File: src/rtl/ym2149_seq_pkg.sv
// ym2149_seq_pkg: shared op encodings, FSM states and defaults
// for the YM2149 register-write sequencer.
package ym2149_seq_pkg;

    typedef enum logic [1:0] {
        OP_WRITE = 2'b00,
        OP_WAIT  = 2'b01,
        OP_HALT  = 2'b10,
        OP_RSVD  = 2'b11
    } op_e;

    typedef enum logic [2:0] {
        ST_IDLE,
        ST_SETUP,
        ST_STROBE,
        ST_RECOVER,
        ST_WAIT,
        ST_HALT
    } state_e;

    localparam int SAMPLE_DIV_DEF = 567;
    localparam int WR_HOLD_DEF    = 2;

endpackage

File: src/rtl/ym2149_seq_if.sv
// ym2149_seq_if: command channel (valid/ready, op, arg).
// master drives commands, slave (sequencer) returns ready.
interface ym2149_seq_if;

    logic        in_cmd_valid;
    logic        out_cmd_ready;
    logic [1:0]  in_cmd_op;
    logic [15:0] in_cmd_arg;

    modport master (
        output in_cmd_valid,
        output in_cmd_op,
        output in_cmd_arg,
        input  out_cmd_ready
    );

    modport slave (
        input  in_cmd_valid,
        input  in_cmd_op,
        input  in_cmd_arg,
        output out_cmd_ready
    );

endinterface

File: src/rtl/ym2149_seq_sample_tick_gen.sv
// sample_tick_gen: free-running sample divider.
// Ports: in_clk, in_rst, in_pause (hold), out_tick (1-cycle pulse).
module sample_tick_gen #(
    parameter int SAMPLE_DIV = 567
) (
    input  logic in_clk,
    input  logic in_rst,
    input  logic in_pause,
    output logic out_tick
);

    localparam logic [15:0] RELOAD = 16'(SAMPLE_DIV - 1);

    logic [15:0] r_cnt;

    always_ff @(posedge in_clk) begin
        if (in_rst) begin
            r_cnt <= RELOAD;
        end else if (!in_pause) begin
            if (r_cnt == 16'd0)
                r_cnt <= RELOAD;
            else
                r_cnt <= r_cnt - 16'd1;
        end
    end

    assign out_tick = (r_cnt == 16'd0) && !in_pause;

endmodule

File: src/rtl/ym2149_seq.sv
// ym2149_seq: command sequencer driving PSG register writes,
// sample-tick WAITs and HALT. Ports: clk/rst, cmd (slave),
// in_pause, PSG bus out_reg/out_val/out_wr, out_tick, status.
module ym2149_seq
    import ym2149_seq_pkg::*;
#(
    parameter int SAMPLE_DIV = SAMPLE_DIV_DEF,
    parameter int WR_HOLD    = WR_HOLD_DEF
) (
    input  logic               in_clk,
    input  logic               in_rst,
    ym2149_seq_if.slave        cmd,
    input  logic               in_pause,
    output logic [3:0]         out_reg,
    output logic [7:0]         out_val,
    output logic               out_wr,
    output logic               out_tick,
    output logic               out_busy,
    output logic               out_halted
);

    localparam logic [3:0] HOLD_LD = 4'(WR_HOLD - 1);

    state_e      r_state;
    state_e      w_next;
    logic [3:0]  r_reg;
    logic [7:0]  r_val;
    logic [3:0]  r_hold;
    logic [15:0] r_wait;
    logic        w_tick;
    logic        w_ready;
    logic        w_acc;
    op_e         w_op;

    sample_tick_gen #(
        .SAMPLE_DIV(SAMPLE_DIV)
    ) u_tick (
        .in_clk   (in_clk),
        .in_rst   (in_rst),
        .in_pause (in_pause),
        .out_tick (w_tick)
    );

    assign w_op  = op_e'(cmd.in_cmd_op);
    assign w_acc = cmd.in_cmd_valid && w_ready;

    always_ff @(posedge in_clk) begin
        if (in_rst)
            r_state <= ST_IDLE;
        else
            r_state <= w_next;
    end

    always_comb begin
        w_next = r_state;
        unique case (r_state)
            ST_IDLE: begin
                if (w_acc) begin
                    unique case (w_op)
                        OP_WRITE: w_next = ST_SETUP;
                        // WAIT 0 still spends one cycle in WAIT
                        OP_WAIT:  w_next = ST_WAIT;
                        OP_HALT:  w_next = ST_HALT;
                        OP_RSVD:  w_next = ST_IDLE;
                    endcase
                end
            end
            ST_SETUP:   w_next = ST_STROBE;
            ST_STROBE: begin
                if (r_hold == 4'd0)
                    w_next = ST_RECOVER;
            end
            ST_RECOVER: w_next = ST_IDLE;
            ST_WAIT: begin
                // leave the cycle after the tick that hits 0
                if (r_wait == 16'd0)
                    w_next = ST_IDLE;
                else if (w_tick && r_wait == 16'd1)
                    w_next = ST_IDLE;
            end
            ST_HALT:    w_next = ST_HALT;
            default:    w_next = ST_IDLE;
        endcase
    end

    always_comb begin
        w_ready    = 1'b0;
        out_wr     = 1'b0;
        out_busy   = 1'b1;
        out_halted = 1'b0;
        unique case (r_state)
            ST_IDLE: begin
                w_ready  = !in_rst;
                out_busy = 1'b0;
            end
            ST_STROBE: out_wr     = 1'b1;
            ST_HALT:   out_halted = 1'b1;
            default: ;
        endcase
    end

    always_ff @(posedge in_clk) begin
        if (in_rst) begin
            r_reg  <= 4'd0;
            r_val  <= 8'd0;
            r_hold <= 4'd0;
            r_wait <= 16'd0;
        end else begin
            if (w_acc && w_op == OP_WRITE) begin
                r_reg <= cmd.in_cmd_arg[11:8];
                r_val <= cmd.in_cmd_arg[7:0];
            end
            if (r_state == ST_SETUP)
                r_hold <= HOLD_LD;
            else if (r_state == ST_STROBE && r_hold != 4'd0)
                r_hold <= r_hold - 4'd1;
            if (w_acc && w_op == OP_WAIT)
                r_wait <= cmd.in_cmd_arg;
            else if (r_state == ST_WAIT && w_tick && r_wait != 16'd0)
                r_wait <= r_wait - 16'd1;
        end
    end

    assign cmd.out_cmd_ready = w_ready;
    assign out_reg  = r_reg;
    assign out_val  = r_val;
    assign out_tick = w_tick;

endmodule
File: src/flat_wrapper.sv
// flat-port wrapper written by rule: the top's interface ports become plain ports
module ym2149_seq_flat import ym2149_seq_pkg::*;
#(
    parameter int SAMPLE_DIV = SAMPLE_DIV_DEF,
    parameter int WR_HOLD    = WR_HOLD_DEF
)
  (in_clk, in_rst, in_pause, out_reg, out_val, out_wr, out_tick, out_busy, out_halted, cmd_in_cmd_valid, cmd_in_cmd_op, cmd_in_cmd_arg, cmd_out_cmd_ready);
  ym2149_seq_if cmd_i ();
  input  logic in_clk;
  input  logic in_rst;
  input  logic in_pause;
  output logic [3:0] out_reg;
  output logic [7:0] out_val;
  output logic out_wr;
  output logic out_tick;
  output logic out_busy;
  output logic out_halted;
  input wire logic [$bits(cmd_i.in_cmd_valid)-1:0] cmd_in_cmd_valid;
  input wire logic [$bits(cmd_i.in_cmd_op)-1:0] cmd_in_cmd_op;
  input wire logic [$bits(cmd_i.in_cmd_arg)-1:0] cmd_in_cmd_arg;
  output wire logic [$bits(cmd_i.out_cmd_ready)-1:0] cmd_out_cmd_ready;
  assign cmd_i.in_cmd_valid = cmd_in_cmd_valid;
  assign cmd_i.in_cmd_op = cmd_in_cmd_op;
  assign cmd_i.in_cmd_arg = cmd_in_cmd_arg;
  assign cmd_out_cmd_ready = cmd_i.out_cmd_ready;
  ym2149_seq #(.SAMPLE_DIV(SAMPLE_DIV), .WR_HOLD(WR_HOLD)) u_core (.in_clk(in_clk), .in_rst(in_rst), .cmd(cmd_i), .in_pause(in_pause), .out_reg(out_reg), .out_val(out_val), .out_wr(out_wr), .out_tick(out_tick), .out_busy(out_busy), .out_halted(out_halted));
endmodule
File: config.mk
export PLATFORM = sky130hd
export DESIGN_NAME = ym2149_seq_flat
export DESIGN_NICKNAME = d
export VERILOG_FILES = /design/src/rtl/ym2149_seq_pkg.sv /design/src/rtl/ym2149_seq_if.sv /design/src/rtl/ym2149_seq_sample_tick_gen.sv /design/src/rtl/ym2149_seq.sv /design/src/flat_wrapper.sv
export SDC_FILE = /design/constraint.sdc
export NUM_CORES = 1
export LEC_CHECK = 0
export BUFFER_PORTS_ARGS = -buffer_cell sky130_fd_sc_hd__buf_4
export CORE_MARGIN = 4
export CORE_UTILIZATION = 35
export DETAILED_ROUTE_END_ITERATION = 6
export SYNTH_ARGS = -nofsm -noshare
export SYNTH_HDL_FRONTEND = slang
export SYNTH_SLANG_ARGS = --single-unit
File: constraint.sdc
create_clock -name in_clk -period 2.3 [get_ports in_clk]
set_clock_uncertainty 0.15 [all_clocks]
set_input_delay 0.23 -clock in_clk [delete_from_list [all_inputs] [get_ports in_clk]]
set_output_delay 0.23 -clock in_clk [all_outputs]
set_load 0.01 [all_outputs]
==> flow_summary.json, run 1 <==
{
  "antenna_found_initial": 0,
  "die_h_um": 94.1,
  "gp_congestion": 0.853,
  "p_leak_nw": 1.23,
  "path_delay_family": "simple AND/OR/NAND/NOR gates",
  "fp-row-count": 31,
  "synth-edff-count": 0,
  "vias": 2342,
  "die_x_um": 94.1,
  "drv_cap": 0,
  "synthArstFlopShare_pct": 0,
  "synth_top_family_by_area": "simple AND/OR/NAND/NOR gates",
  "synthMuxAreaShare_pct": 0.434,
  "hp-class": "in -> reg",
  "die_area_sq_um": 8860,
  "crit_slowest_cell": "or4_4",
  "fin_nets": 394,
  "syn_area_per_cell_sq_um": 8.22,
  "root_buffer": "clkbuf_8",
  "post-route-min-period_ps": 2190,
  "wirelength_mm": 6.57,
  "ys_seq_area_share_pct": 39.3,
  "wl_per_cell_um": 14.2,
  "cp_common_cell": "buf_4",
  "critPathArrivalTime_ps": 1810,
  "syn_inst": 316,
  "dr.pass1.iters": 4,
  "grtUsageTotal_pct": 15.0,
  "design_area_sq_um": 3170,
  "syn_to_final_growth_pct": 22.2,
  "power.density_nw_per_um2": 619,
  "cts_buffers": 5,
  "synth.area.top_cells": "dfxtp_1 (39%), nand2_1 (5.8%), nor2_1 (5.6%)",
  "yosys.area_share.simple_pct": 30.9,
  "worst_pin_slew_ps": 477,
  "worstPathCellList": "or4_4 -> nor2_4 -> and2_4 -> buf_4 -> buf_4",
  "dpl.hpwl_mm": 4.64,
  "design.portCount": 39,
  "vias_per_cell": 5.06,
  "finalHoldViolations": 0,
  "hold_ws_ps": 19.9,
  "cts_tree": "yes",
  "ys.flop_type": "dfxtp_1",
  "r2r_setup_slack_ps": 120,
  "h-tree-depth": 2,
  "syn_area_sq_um": 2600,
  "ys_types": 54,
  "path_max_fanout": 5,
  "period_share_pct": 95.2,
  "coreArea_sq_um": 7210,
  "syn_nets": 347,
  "crit_type": "reg -> out",
  "overflow": 0,
  "critPathBufInv": 2,
  "synthAdderAreaFrac_pct": 4.34,
  "grt_max_degree": 32,
  "setup_ws_ps": 109,
  "antenna_left": 0,
  "yosys_warnings": 0,
  "start_util_pct": 36.0,
  "place_ws_ps": 68.8,
  "cts.clk_slew.worst_paths_ps": 100,
  "slew_headroom_pct": 68.1,
  "grt_pass1_vias": 2336,
  "final_core_util_pct": 44.0,
  "synth_compound_area_share_pct": 13.7,
  "critPathRequiredTime_ps": 1920,
  "max_stage_delay_ps": 570,
  "diodes": 0,
  "drt_iter0_markers": 124,
  "drive_gt1_share_pct": 22.8,
  "rsz0062_at_grt": "yes",
  "setup-violations-final": 0,
  "outcome": "finished clean",
  "cts.path.max_buffers": 2,
  "synth_seq_cells": 51,
  "drcViolationCount": 0,
  "grt_pass1_wl_mm": 10.7,
  "cts_sinks": 51,
  "nFillCells": 768,
  "netlist.area_leader.share_pct": 39.3,
  "peakVddDrop_mv": 0.317,
  "yosys.area.top_type": "dfxtp_1",
  "io_buffers": 38,
  "worst_setup_path_end_kind": "output port",
  "clock_latency_ps": 310,
  "placed_area_sq_um": 3000,
  "crit_path_start_kind": "flip-flop",
  "cts_hold_buffers": 0,
  "synth-xor-area-share_pct": 6.74,
  "clock.fmax_mhz": 456,
  "slew_violations": 0
}
==> routing by layer <==
| layer | GRT usage [%] | routed length, um | vias up |
|---|---|---|---|
| met5 | 0 | 0 | - |
| met4 | 4.33 | 76 | 0 |
| met3 | 2.64 | 233 | 8 |
| met2 | 25.4 | 3110 | 36 |
| met1 | 19.5 | 3150 | 1098 |
| li1 | - | - | 1200 |
==> kinds of logic after synthesis <==
group	count (synthesis)
xor+xnor	20
mux	1
flops	51
simple gates	156
compound gates	54
buf+inv	25
fa+ha+maj	9
==> cell usage after synthesis, types with 2 or more instances <==
master / n
xor2_1: 7
nor4_2: 2
and3_1: 3
buf_1: 2
buf_2: 2
inv_1: 14
a211oi_1: 3
nand4_1: 2
nand2b_1: 2
buf_4: 2
ha_1: 9
nor2_1: 39
a311oi_1: 2
or3_1: 3
buf_6: 2
or4_4: 2
or2_2: 3
and2_1: 3
o21ai_1: 2
a21oi_1: 27
nor3b_1: 2
nand3_1: 12
nand2_1: 40
clkbuf_1: 3
xnor2_1: 13
nor4_1: 8
nor2_2: 2
dfxtp_1: 51
o21a_1: 2
or4_1: 4
o21ai_0: 4
nor3_2: 2
o211ai_1: 3
nor3_1: 19
==> worst reg2reg max path, stage by stage (launching register included) <==
cell and delay, ps:
dfxtp_1 400, nor4_2 340, nand4_1 280, o2111a_2 410, buf_4 160, o31ai_2 40, a21oi_1 90, a311oi_1 230
==> worst paths after layout <==
check / start / to / cells past startpoint
worst max-delay path: u_core.u_tick.r_cnt[7] / out_tick / 5
worst min-delay path: cmd_in_cmd_arg[8] / u_core.out_reg[0] / 3
worst max register to register: u_core.r_wait[6] / u_core.r_wait[14] / 7
worst min register to register: u_core.out_val[2] / u_core.out_val[2] / 2
==> per-stage QoR <==
step | TNS, ps | std cells | total power (W)
floorplan | 0 | 316 | 0.00119
global placement | 0 | 450 | 0.00131
detailed placement | 0 | 450 | 0.00132
CTS | 0 | 458 | 0.00198
global route | -218 | 463 | 0.00207
finish | 0 | 463 | 0.00197
==> where the power goes <==
group,switching [W],internal [W]
combinational,0.000195,0.000161
sequential,0.0000370,0.000916
clock,0.000304,0.000353
total,0.000536,0.00143
==> placed cells by master (no fill, tap or decap), drive strengths merged, types with 7 or more instances in the layout <==
cell type and count:
nor2 41, inv 14, nand3 13, nor4 10, xor2 7, ha 9, dfxtp 51, nand2 41
a21oi 27, xnor2 13, nor3 21, buf 50
==> timing repair <==
action,CTS,global route
endpoints found under the setup margin,0,6
resized for setup,0,5
buffers inserted,0,4
==> final cells by class <==
cell class	count	area, sq um	area share [%]
clock buffers	6	82.6	2.60
clock inverters	2	35.0	1.10
inverters	14	52.6	1.66
multi-input cells	241	1480	46.7
flip-flops and latches	51	1020	32.2
well taps	99	124	3.90
repair buffers	50	375	11.8
No activity file was read; power rests on OpenSTA's default activity.
==> inputs of run 2 (changes only) <==
--- a/config.mk
+++ b/config.mk
@@ -7,8 +7,9 @@
 export LEC_CHECK = 0
 export BUFFER_PORTS_ARGS = -buffer_cell sky130_fd_sc_hd__buf_4
 export CORE_MARGIN = 4
-export CORE_UTILIZATION = 35
+export CORE_UTILIZATION = 50
 export DETAILED_ROUTE_END_ITERATION = 6
+export PLACE_DENSITY = 0.71
 export SYNTH_ARGS = -nofsm -noshare
 export SYNTH_HDL_FRONTEND = slang
 export SYNTH_SLANG_ARGS = --single-unit
==> run 2 against run 1 <==
Against the previous run: combinational power up 4%; final cell count down 5.8%; clock power down 25%; sequential share of layout area up 0.22 points; highest routed layer unchanged.
==> flow_summary.json, run 2 (synthesis results as in run 1) <==
{
  "die_area_sq_um": 6410,
  "r2r-end": "u_core.r_wait[12]",
  "worstRegToRegCells": 8,
  "cts_buffers": 5,
  "grtUsageTotal_pct": 19.9,
  "switching_share_pct": 28.4,
  "dr.pass1.iters": 5,
  "design.portCount": 39,
  "cts.path.max_buffers": 2,
  "layout_commonest_cell": "buf_4",
  "outcome": "finished clean",
  "grt_pass1_wl_mm": 10.3,
  "path_delay_family": "simple AND/OR/NAND/NOR gates",
  "crit_start": "u_core.u_tick.r_cnt[7]",
  "max_stage_delay_ps": 570,
  "period_share_pct": 95.2,
  "grt_pass1_vias": 2261,
  "drv_cap": 0,
  "die_h_um": 80.1,
  "h-tree-depth": 2,
  "nFillCells": 459,
  "p_leak_nw": 1.25,
  "peakVddDrop_mv": 0.472,
  "setup-violations-final": 0,
  "tns_ps": 0,
  "drt_iter0_markers": 171,
  "coreArea_sq_um": 4880,
  "min_to": "u_core.out_reg[0]",
  "antenna_left": 0,
  "worst_setup_path_end_kind": "output port",
  "reg2reg_from": "u_core.r_wait[2]",
  "critPathRequiredTime_ps": 1920,
  "path_max_fanout": 5,
  "vias_per_cell": 5.59,
  "cts_hold_buffers": 0,
  "p_int_w": 0.00130,
  "post-route-min-period_ps": 2190,
  "crit_path_start_kind": "flip-flop",
  "clkPwrFrac_pct": 27.2,
  "critPathBufInv": 2,
  "drive_gt1_share_pct": 23.8,
  "finalHoldViolations": 0,
  "vias": 2439,
  "critPathArrivalTime_ps": 1810,
  "seqPwrFrac_pct": 52.4,
  "slew_violations": 0,
  "dpl.hpwl_mm": 4.36,
  "crit_slowest_cell": "or4_4",
  "fp-row-count": 25,
  "cts_sinks": 51,
  "holdCritStartpoint": "cmd_in_cmd_arg[8]",
  "die_x_um": 80.1,
  "final_core_util_pct": 64.7,
  "hp-class": "in -> reg",
  "whs_path_depth": 3,
  "io_buffers": 38,
  "grt_max_degree": 32,
  "cts.clk_slew.worst_paths_ps": 90,
  "worst_pin_slew_ps": 489,
  "diodes": 0,
  "worstPathCellList": "or4_4 -> nor2_4 -> and2_1 -> buf_4 -> buf_4",
  "start_util_pct": 53.2,
  "combPwrFrac_pct": 20.4,
  "root_buffer": "clkbuf_8",
  "wirelength_mm": 6.29,
  "cp_common_cell": "buf_4",
  "cts_tree": "yes",
  "multi_input_area_sq_um": 1510,
  "wl_per_cell_um": 14.4,
  "syn_to_final_growth_pct": 21.5,
  "mostFrequentLayoutCells": "buf_4 (54), dfxtp_1 (50), nand2_1 (41), nor2_1 (39), a21oi_1 (27)",
  "fin_nets": 399,
  "rsz0062_at_grt": "no",
  "clock.fmax_mhz": 457,
  "power.density_nw_per_um2": 577,
  "r2r_setup_slack_ps": 130,
  "gp_congestion": 0.873,
  "overflow": 0,
  "crit_type": "reg -> out",
  "antenna_found_initial": 0,
  "clock_latency_ps": 300,
  "slew_headroom_pct": 67.3,
  "p_switching_w": 0.000517,
  "register_area_sq_um": 1020,
  "drcViolationCount": 0
}
-- run 2: through the flow --
stage	total power (W)	instance area [sq um]	cells	worst slack, ps	hold WS [ps]
2_1_floorplan	0.00119	2600	316	222	216
3_3_place_gp	0.00131	2970	419	157	293
3_5_place_dp	0.00131	2970	419	15.3	297
4_1_cts	0.00180	3050	427	7.43	25.1
5_1_grt	0.00192	3160	436	3.05	17.8
6_report	0.00182	3160	436	110	28.4
-- run 2: layout make-up --
type / count / area share (%)
multi-input combinational: 242 / 47.9
sequential: 51 / 32.4
timing repair buffer: 54 / 12.8
tap: 67 / 2.66
clock buffer: 7 / 2.42
inverter: 14 / 1.66
clock inverter: 1 / 0.159
-- run 2: routing by layer --
layer | wire (um) | track usage, %
met1 | 2950 | 27.7
met2 | 2750 | 30.5
met3 | 507 | 4.37
met4 | 80 | 6.08
met5 | 0 | 0
-- run 2: worst max path at each step --
| stage | endpoint | slack (ps) | cells past startpoint |
|---|---|---|---|
| 6_report | out_tick | 110 | 5 |
| 5_1_grt | u_core.r_wait[14] | 3 | 8 |
| 4_1_cts | u_core.r_wait[14] | 7 | 8 |
| 3_5_place_dp | u_core.r_wait[14] | 20 | 8 |
| 3_3_place_gp | u_core.r_wait[13] | 160 | 6 |
| 2_1_floorplan | u_core.r_wait[14] | 220 | 8 |
-- run 2: timing repair --
item,CTS,global route
setup endpoints to repair,0,11
setup buffers,0,7
resized for setup,0,9
-- run 2: power by group through the flow --
stage | Clock [W] | Sequential (W) | Combinational (W)
floorplan | 0 | 0.000966 | 0.000221
global placement | 0 | 0.000970 | 0.000339
detailed placement | 0 | 0.000971 | 0.000343
CTS | 0.000507 | 0.000951 | 0.000346
global route | 0.000546 | 0.000960 | 0.000413
finish | 0.000495 | 0.000955 | 0.000372
-- run 2: worst reg2reg max path: cells and delay by family, from the launching register on --
| family | cells | cell delay, ps |
|---|---|---|
| AO/OA/AOI/OAI | 3 | 570 |
| flip-flops | 1 | 400 |
| AND/OR/NAND/NOR | 3 | 620 |
| buffers and inverters | 2 | 340 |
